===== src/rtl/rsa_pkg.sv =====
// Shared state encodings for the modular exponentiator and its bit-serial multiplier.
package rsa_pkg;

  typedef enum logic [2:0] {
    IDLE,
    REDUCE,
    MUL,
    SQR,
    FIN
  } modexp_state_t;

  typedef enum logic {
    MM_IDLE,
    MM_RUN
  } modmul_state_t;

endpackage


===== src/rtl/modexp_modmul.sv =====
// Interleaved shift-add modular multiplier: p = a*b mod n, one bit of b per cycle, MSB first.
// The final-iteration product is presented combinationally on p alongside the done pulse.
module modmul
  import rsa_pkg::*;
#(
  parameter int mbit = 63
) (
  input  logic          clk,
  input  logic          rst,
  input  logic          start,
  input  logic [mbit:0] a,
  input  logic [mbit:0] b,
  input  logic [mbit:0] n,
  output logic          done,
  output logic [mbit:0] p
);

  localparam int W  = mbit + 1;
  localparam int CW = $clog2(W + 1);
  localparam logic [CW-1:0] CNT_INIT = CW'(W);
  localparam logic [CW-1:0] CNT_ONE  = CW'(1);

  modmul_state_t state_q, state_d;
  logic [W-1:0]  a_q, a_d, b_q, b_d, n_q, n_d, p_q, p_d;
  logic [CW-1:0] cnt_q, cnt_d;

  logic [W+1:0] sum, red1, red2, nExt;

  // With a, p < n the sum stays below 3n, so two conditional subtracts restore p < n.
  always_comb begin
    nExt = {2'b00, n_q};
    sum  = {1'b0, p_q, 1'b0} + (b_q[W-1] ? {2'b00, a_q} : '0);
    red1 = (sum  >= nExt) ? sum  - nExt : sum;
    red2 = (red1 >= nExt) ? red1 - nExt : red1;
  end

  assign done = (state_q == MM_RUN) && (cnt_q == CNT_ONE);
  assign p    = red2[W-1:0];

  always_comb begin
    state_d = state_q;
    a_d     = a_q;
    b_d     = b_q;
    n_d     = n_q;
    p_d     = p_q;
    cnt_d   = cnt_q;
    case (state_q)
      MM_IDLE: begin
        if (start) begin
          a_d     = a;
          b_d     = b;
          n_d     = n;
          p_d     = '0;
          cnt_d   = CNT_INIT;
          state_d = MM_RUN;
        end
      end
      MM_RUN: begin
        p_d   = red2[W-1:0];
        b_d   = b_q << 1;
        cnt_d = cnt_q - CNT_ONE;
        if (cnt_q == CNT_ONE) state_d = MM_IDLE;
      end
      default: state_d = MM_IDLE;
    endcase
  end

  always_ff @(posedge clk) begin
    if (rst) begin
      state_q <= MM_IDLE;
      a_q     <= '0;
      b_q     <= '0;
      n_q     <= '0;
      p_q     <= '0;
      cnt_q   <= '0;
    end else begin
      state_q <= state_d;
      a_q     <= a_d;
      b_q     <= b_d;
      n_q     <= n_d;
      p_q     <= p_d;
      cnt_q   <= cnt_d;
    end
  end

endmodule


===== src/rtl/modexp.sv =====
// Right-to-left square-and-multiply modular exponentiator (res = base^exp mod n).
// Define MODEXP_CONST_TIME_EN to process every exponent bit with a fixed latency.
module modexp
  import rsa_pkg::*;
#(
  parameter int mbit = 63
) (
  input  logic          clk,
  input  logic          rst,
  input  logic          start,
  input  logic [mbit:0] base,
  input  logic [mbit:0] exp,
  input  logic [mbit:0] n,
  output logic          busy,
  output logic          done,
  output logic [mbit:0] res,
  output logic          err
);

  localparam int W = mbit + 1;
  localparam logic [W-1:0] ONE = W'(1);

  modexp_state_t state_q, state_d;
  logic [W-1:0]  acc_q, acc_d, b_q, b_d, exp_q, exp_d, n_q, n_d, res_q, res_d;
  logic          busy_q, busy_d, done_q, done_d, err_q, err_d;
  logic          issued_q, issued_d;
  logic [W-1:0]  remaining;

  logic          mmStart, mmDone;
  logic [W-1:0]  mmA, mmB, mmP;

`ifdef MODEXP_CONST_TIME_EN
  localparam int CW = $clog2(W + 1);
  localparam logic [CW-1:0] LAST_BIT = CW'(W - 1);
  logic [CW-1:0] bitCnt_q, bitCnt_d;
`endif

  modmul #(.mbit(mbit)) uModmul (
    .clk  (clk),
    .rst  (rst),
    .start(mmStart),
    .a    (mmA),
    .b    (mmB),
    .n    (n_q),
    .done (mmDone),
    .p    (mmP)
  );

  assign remaining = exp_q >> 1;

  // Reduction feeds base in as the multiplier so that base >= n is still reduced correctly.
  always_comb begin
    mmA = b_q;
    mmB = b_q;
    case (state_q)
      REDUCE:  mmA = ONE;
      MUL:     mmA = acc_q;
      default: ;
    endcase
  end

  always_comb begin
    state_d  = state_q;
    acc_d    = acc_q;
    b_d      = b_q;
    exp_d    = exp_q;
    n_d      = n_q;
    res_d    = res_q;
    busy_d   = busy_q;
    done_d   = 1'b0;
    err_d    = err_q;
    issued_d = issued_q;
    mmStart  = 1'b0;
`ifdef MODEXP_CONST_TIME_EN
    bitCnt_d = bitCnt_q;
`endif
    if ((state_q == REDUCE || state_q == MUL || state_q == SQR) && !issued_q) begin
      mmStart  = 1'b1;
      issued_d = 1'b1;
    end
    case (state_q)
      IDLE: begin
        if (start) begin
          b_d    = base;
          exp_d  = exp;
          n_d    = n;
          busy_d = 1'b1;
          err_d  = 1'b0;
          if (n <= ONE) begin
            acc_d   = '0;
            state_d = FIN;
          end else begin
            state_d = REDUCE;
          end
        end
      end
      REDUCE: begin
        if (mmDone) begin
          issued_d = 1'b0;
          b_d      = mmP;
          acc_d    = ONE;
`ifdef MODEXP_CONST_TIME_EN
          bitCnt_d = '0;
          state_d  = MUL;
`else
          if (exp_q == '0)  state_d = FIN;
          else if (exp_q[0]) state_d = MUL;
          else               state_d = SQR;
`endif
        end
      end
      MUL: begin
        if (mmDone) begin
          issued_d = 1'b0;
`ifdef MODEXP_CONST_TIME_EN
          if (exp_q[0]) acc_d = mmP;
`else
          acc_d = mmP;
`endif
          state_d = SQR;
        end
      end
      SQR: begin
        if (mmDone) begin
          issued_d = 1'b0;
          b_d      = mmP;
          exp_d    = remaining;
`ifdef MODEXP_CONST_TIME_EN
          if (bitCnt_q == LAST_BIT) begin
            state_d = FIN;
          end else begin
            bitCnt_d = bitCnt_q + 1'b1;
            state_d  = MUL;
          end
`else
          if (remaining == '0)   state_d = FIN;
          else if (remaining[0]) state_d = MUL;
          else                   state_d = SQR;
`endif
        end
      end
      FIN: begin
        res_d   = acc_q;
        err_d   = (n_q == '0);
        done_d  = 1'b1;
        busy_d  = 1'b0;
        state_d = IDLE;
      end
      default: state_d = IDLE;
    endcase
  end

  always_ff @(posedge clk) begin
    if (rst) begin
      state_q  <= IDLE;
      acc_q    <= '0;
      b_q      <= '0;
      exp_q    <= '0;
      n_q      <= '0;
      res_q    <= '0;
      busy_q   <= 1'b0;
      done_q   <= 1'b0;
      err_q    <= 1'b0;
      issued_q <= 1'b0;
`ifdef MODEXP_CONST_TIME_EN
      bitCnt_q <= '0;
`endif
    end else begin
      state_q  <= state_d;
      acc_q    <= acc_d;
      b_q      <= b_d;
      exp_q    <= exp_d;
      n_q      <= n_d;
      res_q    <= res_d;
      busy_q   <= busy_d;
      done_q   <= done_d;
      err_q    <= err_d;
      issued_q <= issued_d;
`ifdef MODEXP_CONST_TIME_EN
      bitCnt_q <= bitCnt_d;
`endif
    end
  end

  assign busy = busy_q;
  assign done = done_q;
  assign res  = res_q;
  assign err  = err_q;

endmodule


===== config.mk =====
export PLATFORM = sky130hd
export DESIGN_NAME = modexp
export DESIGN_NICKNAME = d
export VERILOG_FILES = /design/src/rtl/rsa_pkg.sv /design/src/rtl/modexp_modmul.sv /design/src/rtl/modexp.sv
export SDC_FILE = /design/constraint.sdc
export NUM_CORES = 2
export LEC_CHECK = 0
export ABC_CLOCK_PERIOD_IN_PS = 9800
export BUFFER_PORTS_ARGS = -buffer_cell sky130_fd_sc_hd__buf_2
export CAP_MARGIN = 25
export CORE_MARGIN = 2
export CORE_UTILIZATION = 62
export CTS_CLUSTER_SIZE = 28
export DETAILED_ROUTE_END_ITERATION = 10
export PLACE_DENSITY_LB_ADDON = 0.25
export RECOVER_POWER = 50
export SYNTH_ARGS = -nofsm -noshare
export SYNTH_HDL_FRONTEND = slang
export SYNTH_SLANG_ARGS = --single-unit

===== constraint.sdc =====
create_clock -name clk -period 9.8 [get_ports clk]
set_input_delay 0.49 -clock clk [delete_from_list [all_inputs] [get_ports clk]]
set_output_delay 0.49 -clock clk [all_outputs]
set_load 0.005 [all_outputs]

==> flow_summary.toml <==
[yosys]
synth-main-ff-cell = "sky130_fd_sc_hd__dfxtp_1"
synth_xor_area_frac = 0.0412
synth.area.top_cells = "sky130_fd_sc_hd__dfxtp_1 33%, sky130_fd_sc_hd__nand2_1 9.2%, sky130_fd_sc_hd__a21oi_1 8.3%, sky130_fd_sc_hd__ha_1 6.7%, sky130_fd_sc_hd__o21ai_0 3.7%"
synth_edf_count = 0
netlist-cell-type-count = 96
postSynth.asyncResetShare = 0
post_synthesis_cells = 4780
dominant_combinational_cell_family_by_area_after_synthesis = "compound AO/OA/AOI/OAI gates"
syn_area_per_cell_sq_um = 7.57
mux_contribution_to_synthesized_area = 0.0363
synth-simple-area-share = 0.212
synth_compound_area_frac = 0.262
yosysWarnings = 0
synth_fp_nets = 5171
yosys.area_share.adder = 0.0684
yosysSeqAreaShare = 0.327
synth_top_area_cell = "sky130_fd_sc_hd__dfxtp_1"
synth_area_sq_um = 36200
synth-seq-cells = 591
synth_top_cell_area_share = 0.327

[worst_setup_path]
slowest_stage = "sky130_fd_sc_hd__or4_1"
critical_path_peak_fanout = 17
reg2reg_to = "b_q[9]$_SDFFE_PP0P_"
type_of_the_worst_setup_path = "reg -> reg"
critPathArrivalTime_ns = 9.96
timing.rr.start = "uModmul.b_q[63]$_SDFFE_PP0P_"
reg2reg_depth = 40
timing.reg2reg.setup_slack_ns = 0.38
worst_ep_required_time_ns = 10.33
cp-start-kind = "register"
crit_path_end_kind = "register"
timing.critical_path.slowest_cell_delay_ns = 0.43

[detailed_routing]
vias = 36900
final_antenna_net_count = 0
detail_route.iter0.violations = 3365
drt-wirelength-per-cell_um = 22.2
drt-total-wl_um = 128000
drt_pass1_iterations = 10
post_drt_via_cell_ratio = 6.42
drc = 0

[run]
max_cap_viol_count = 10

[sta]
timing.clock.skew_ns = 0.0408
timing_max_transition_violations_final = 580
finalWorstPathRequiredPeriod_ns = 9.42
timing.final.setup_violations = 0
fmax_mhz = 106
timing.final.ws_setup_ns = 0.378
worstMarginPinSlew_ns = 3.51
final_clock_period_utilization_by_the_worst_path = 0.961
finalHoldViolations = 0
timing.max_slew.rel_slack = -1.34

[cts]
clkSlewWorstSetupHoldPaths_ns = 0.06
cts_buffer_count = 59
root_buffer = "sky130_fd_sc_hd__clkbuf_16"
insertion_delay_ns = 0.65
cts_max_path_buffers = 3
ctsHoldBuffers = 0
tritoncts = "done"
clock-sinks = 591
htree_num_levels = 2

[global_route]
antenna_found_initial = 5
vias_in_the_first_global_route = 34500
grt_start_max_net_pins = 166
grt_util_all_layers = 0.408
grt_pass1_wl_um = 193000
global_route.overflow_total = 0

[min_path]
worst_hold_startpoint = "n[0]"
hp-class = "in -> reg"
hold-path-endpoint = "n_q[0]$_SDFFE_PP0P_"
worstHoldPathCells = 3

[floorplan]
dieHeight_um = 246
io_pins = 262
fp-row-count = 88
dieWidth_um = 246
dieArea_sq_um = 60300
start_util = 0.627
core_sq_um = 57700

[placed_design]
finalWeightedCongestion = 1.10
post-place-ws_ns = 0.284
post_detailed_placement_half_perimeter_wirelength_um = 95900
place.port_buffers = 261

[run_status]
violations_in_the_final_reports = "capacitance limit, slew limit"
run_status = "complete, but fails checks"

[cells_and_area]
final_nets = 5329
nFillCells = 4933
final_layout_size_suffix_gt1_frac = 0.124
p_r_area_growth_vs_syn_pct = 12.7

[pwr]
total_power_mw = 18.1
leakage_power_nw = 16.8
max-vdd-ir-drop_mv = 0.497
power_per_cell_area_nw_per_um2 = 445
==> kinds of logic after synthesis <==
kind of cell             after synthesis
AND/OR/NAND/NOR                     1741
flip-flops                           591
multiplexers                         120
XOR/XNOR                             170
buffers and inverters                472
adder cells (fa/ha/maj)              196
AO/OA/AOI/OAI                       1490
==> worst max-delay path by stage <==
stage                                 start  cells after the start                   end
2_1_floorplan  uModmul.b_q[63]$_SDFFE_PP0P_                     43  b_q[54]$_SDFFE_PP0P_
3_3_place_gp   uModmul.b_q[63]$_SDFFE_PP0P_                     41   b_q[9]$_SDFFE_PP0P_
3_5_place_dp   uModmul.b_q[63]$_SDFFE_PP0P_                     41   b_q[9]$_SDFFE_PP0P_
4_1_cts        uModmul.b_q[63]$_SDFFE_PP0P_                     41  b_q[57]$_SDFFE_PP0P_
5_1_grt        uModmul.b_q[63]$_SDFFE_PP0P_                     38  b_q[45]$_SDFFE_PP0P_
6_report       uModmul.b_q[63]$_SDFFE_PP0P_                     40   b_q[9]$_SDFFE_PP0P_
==> layer usage <==
| layer | GRT usage | vias up | wire length [um] |
|---|---|---|---|
| li1 | - | 17400 | - |
| met1 | 0.470 | 17200 | 47400 |
| met2 | 0.682 | 1819 | 59800 |
| met3 | 0.0552 | 504 | 8860 |
| met4 | 0.327 | 2 | 11700 |
| met5 | 0 | - | 7 |
==> report_power, final <==
group,switching [mW],total (mW),internal [mW]
registers,0.154,2.74,2.59
clock network,1.01,2.45,1.44
logic,7.75,12.9,5.19
==> final cells by class <==
class | instances | area (sq um) | area share
multi-input combinational | 3717 | 22700 | 0.557
sequential | 591 | 11800 | 0.290
timing repair buffer | 437 | 2610 | 0.0640
clock buffer | 82 | 1710 | 0.0420
tap | 765 | 957 | 0.0235
inverter | 132 | 495 | 0.0122
clock inverter | 30 | 429 | 0.0105
antenna | 3 | 7.51 | 0.000184
==> synthesized netlist by cell type, drive strengths merged, types with 72 or more instances <==
| cell | count |
|---|---|
| o21ai | 291 |
| xnor2 | 101 |
| nand3 | 117 |
| nand4 | 72 |
| and2 | 83 |
| inv | 132 |
| nor2 | 356 |
| a21o | 100 |
| a21oi | 598 |
| ha | 193 |
| dfxtp | 591 |
| nand2 | 888 |
| clkbuf | 297 |
==> what timing repair did <==
item	CTS	global route
setup buffers	0	3
endpoints found under the setup margin	0	192
endpoints found under the hold margin	0	0
gates resized for setup	0	26
==> per-stage QoR <==
stage          hold slack [ns]  cell area [sq um]  utilization  std cells  TNS (ns)
2_1_floorplan            0.432              36200            -       4780         0
3_3_place_gp             0.440              38500        0.668       5637         0
3_5_place_dp             0.443              38500        0.668       5638         0
4_1_cts                 0.0724              40700        0.705       5750         0
5_1_grt                 0.0999              40700        0.706       5756    -0.633
6_report                0.0904              40700        0.706       5757         0
==> flip-flops by register name, indices dropped and copies added (netlist names), named ones only <==
| name | flops |
|---|---|
| state_q | 3 |
| done | 1 |
| b_q | 64 |
| err | 1 |
| uModmul.cnt_q | 7 |
| uModmul.b_q | 64 |
| exp_q | 64 |
| acc_q | 64 |
| uModmul.state_q | 1 |
| n_q | 64 |
| res | 64 |
| uModmul.p_q | 64 |
| uModmul.n_q | 64 |
| busy | 1 |
| uModmul.a_q | 64 |
==> cell usage in the layout, fill, tap and decap left out, types with 99 or more instances in the layout <==
cell	n
sky130_fd_sc_hd__nand2_1	885
sky130_fd_sc_hd__a21oi_1	593
sky130_fd_sc_hd__dfxtp_1	590
sky130_fd_sc_hd__nor2_1	354
sky130_fd_sc_hd__o21ai_0	267
sky130_fd_sc_hd__buf_2	209
sky130_fd_sc_hd__ha_1	193
sky130_fd_sc_hd__buf_4	159
sky130_fd_sc_hd__inv_1	131
sky130_fd_sc_hd__nand3_1	116
sky130_fd_sc_hd__a21o_1	99
sky130_fd_sc_hd__xnor2_1	99
==> critical path, delay by kind of cell, from the launching register on <==
family	cells	cell delay, ns
DFF	1	0.33
buffers and inverters	5	0.81
adders and majority gates	4	1.22
xor gates and xnor gates	1	0.35
muxes	2	0.61
and+or+nand+nor	8	1.62
AOI/OAI and AO/OA	20	4.36
Power figures use the tool's default switching activity.
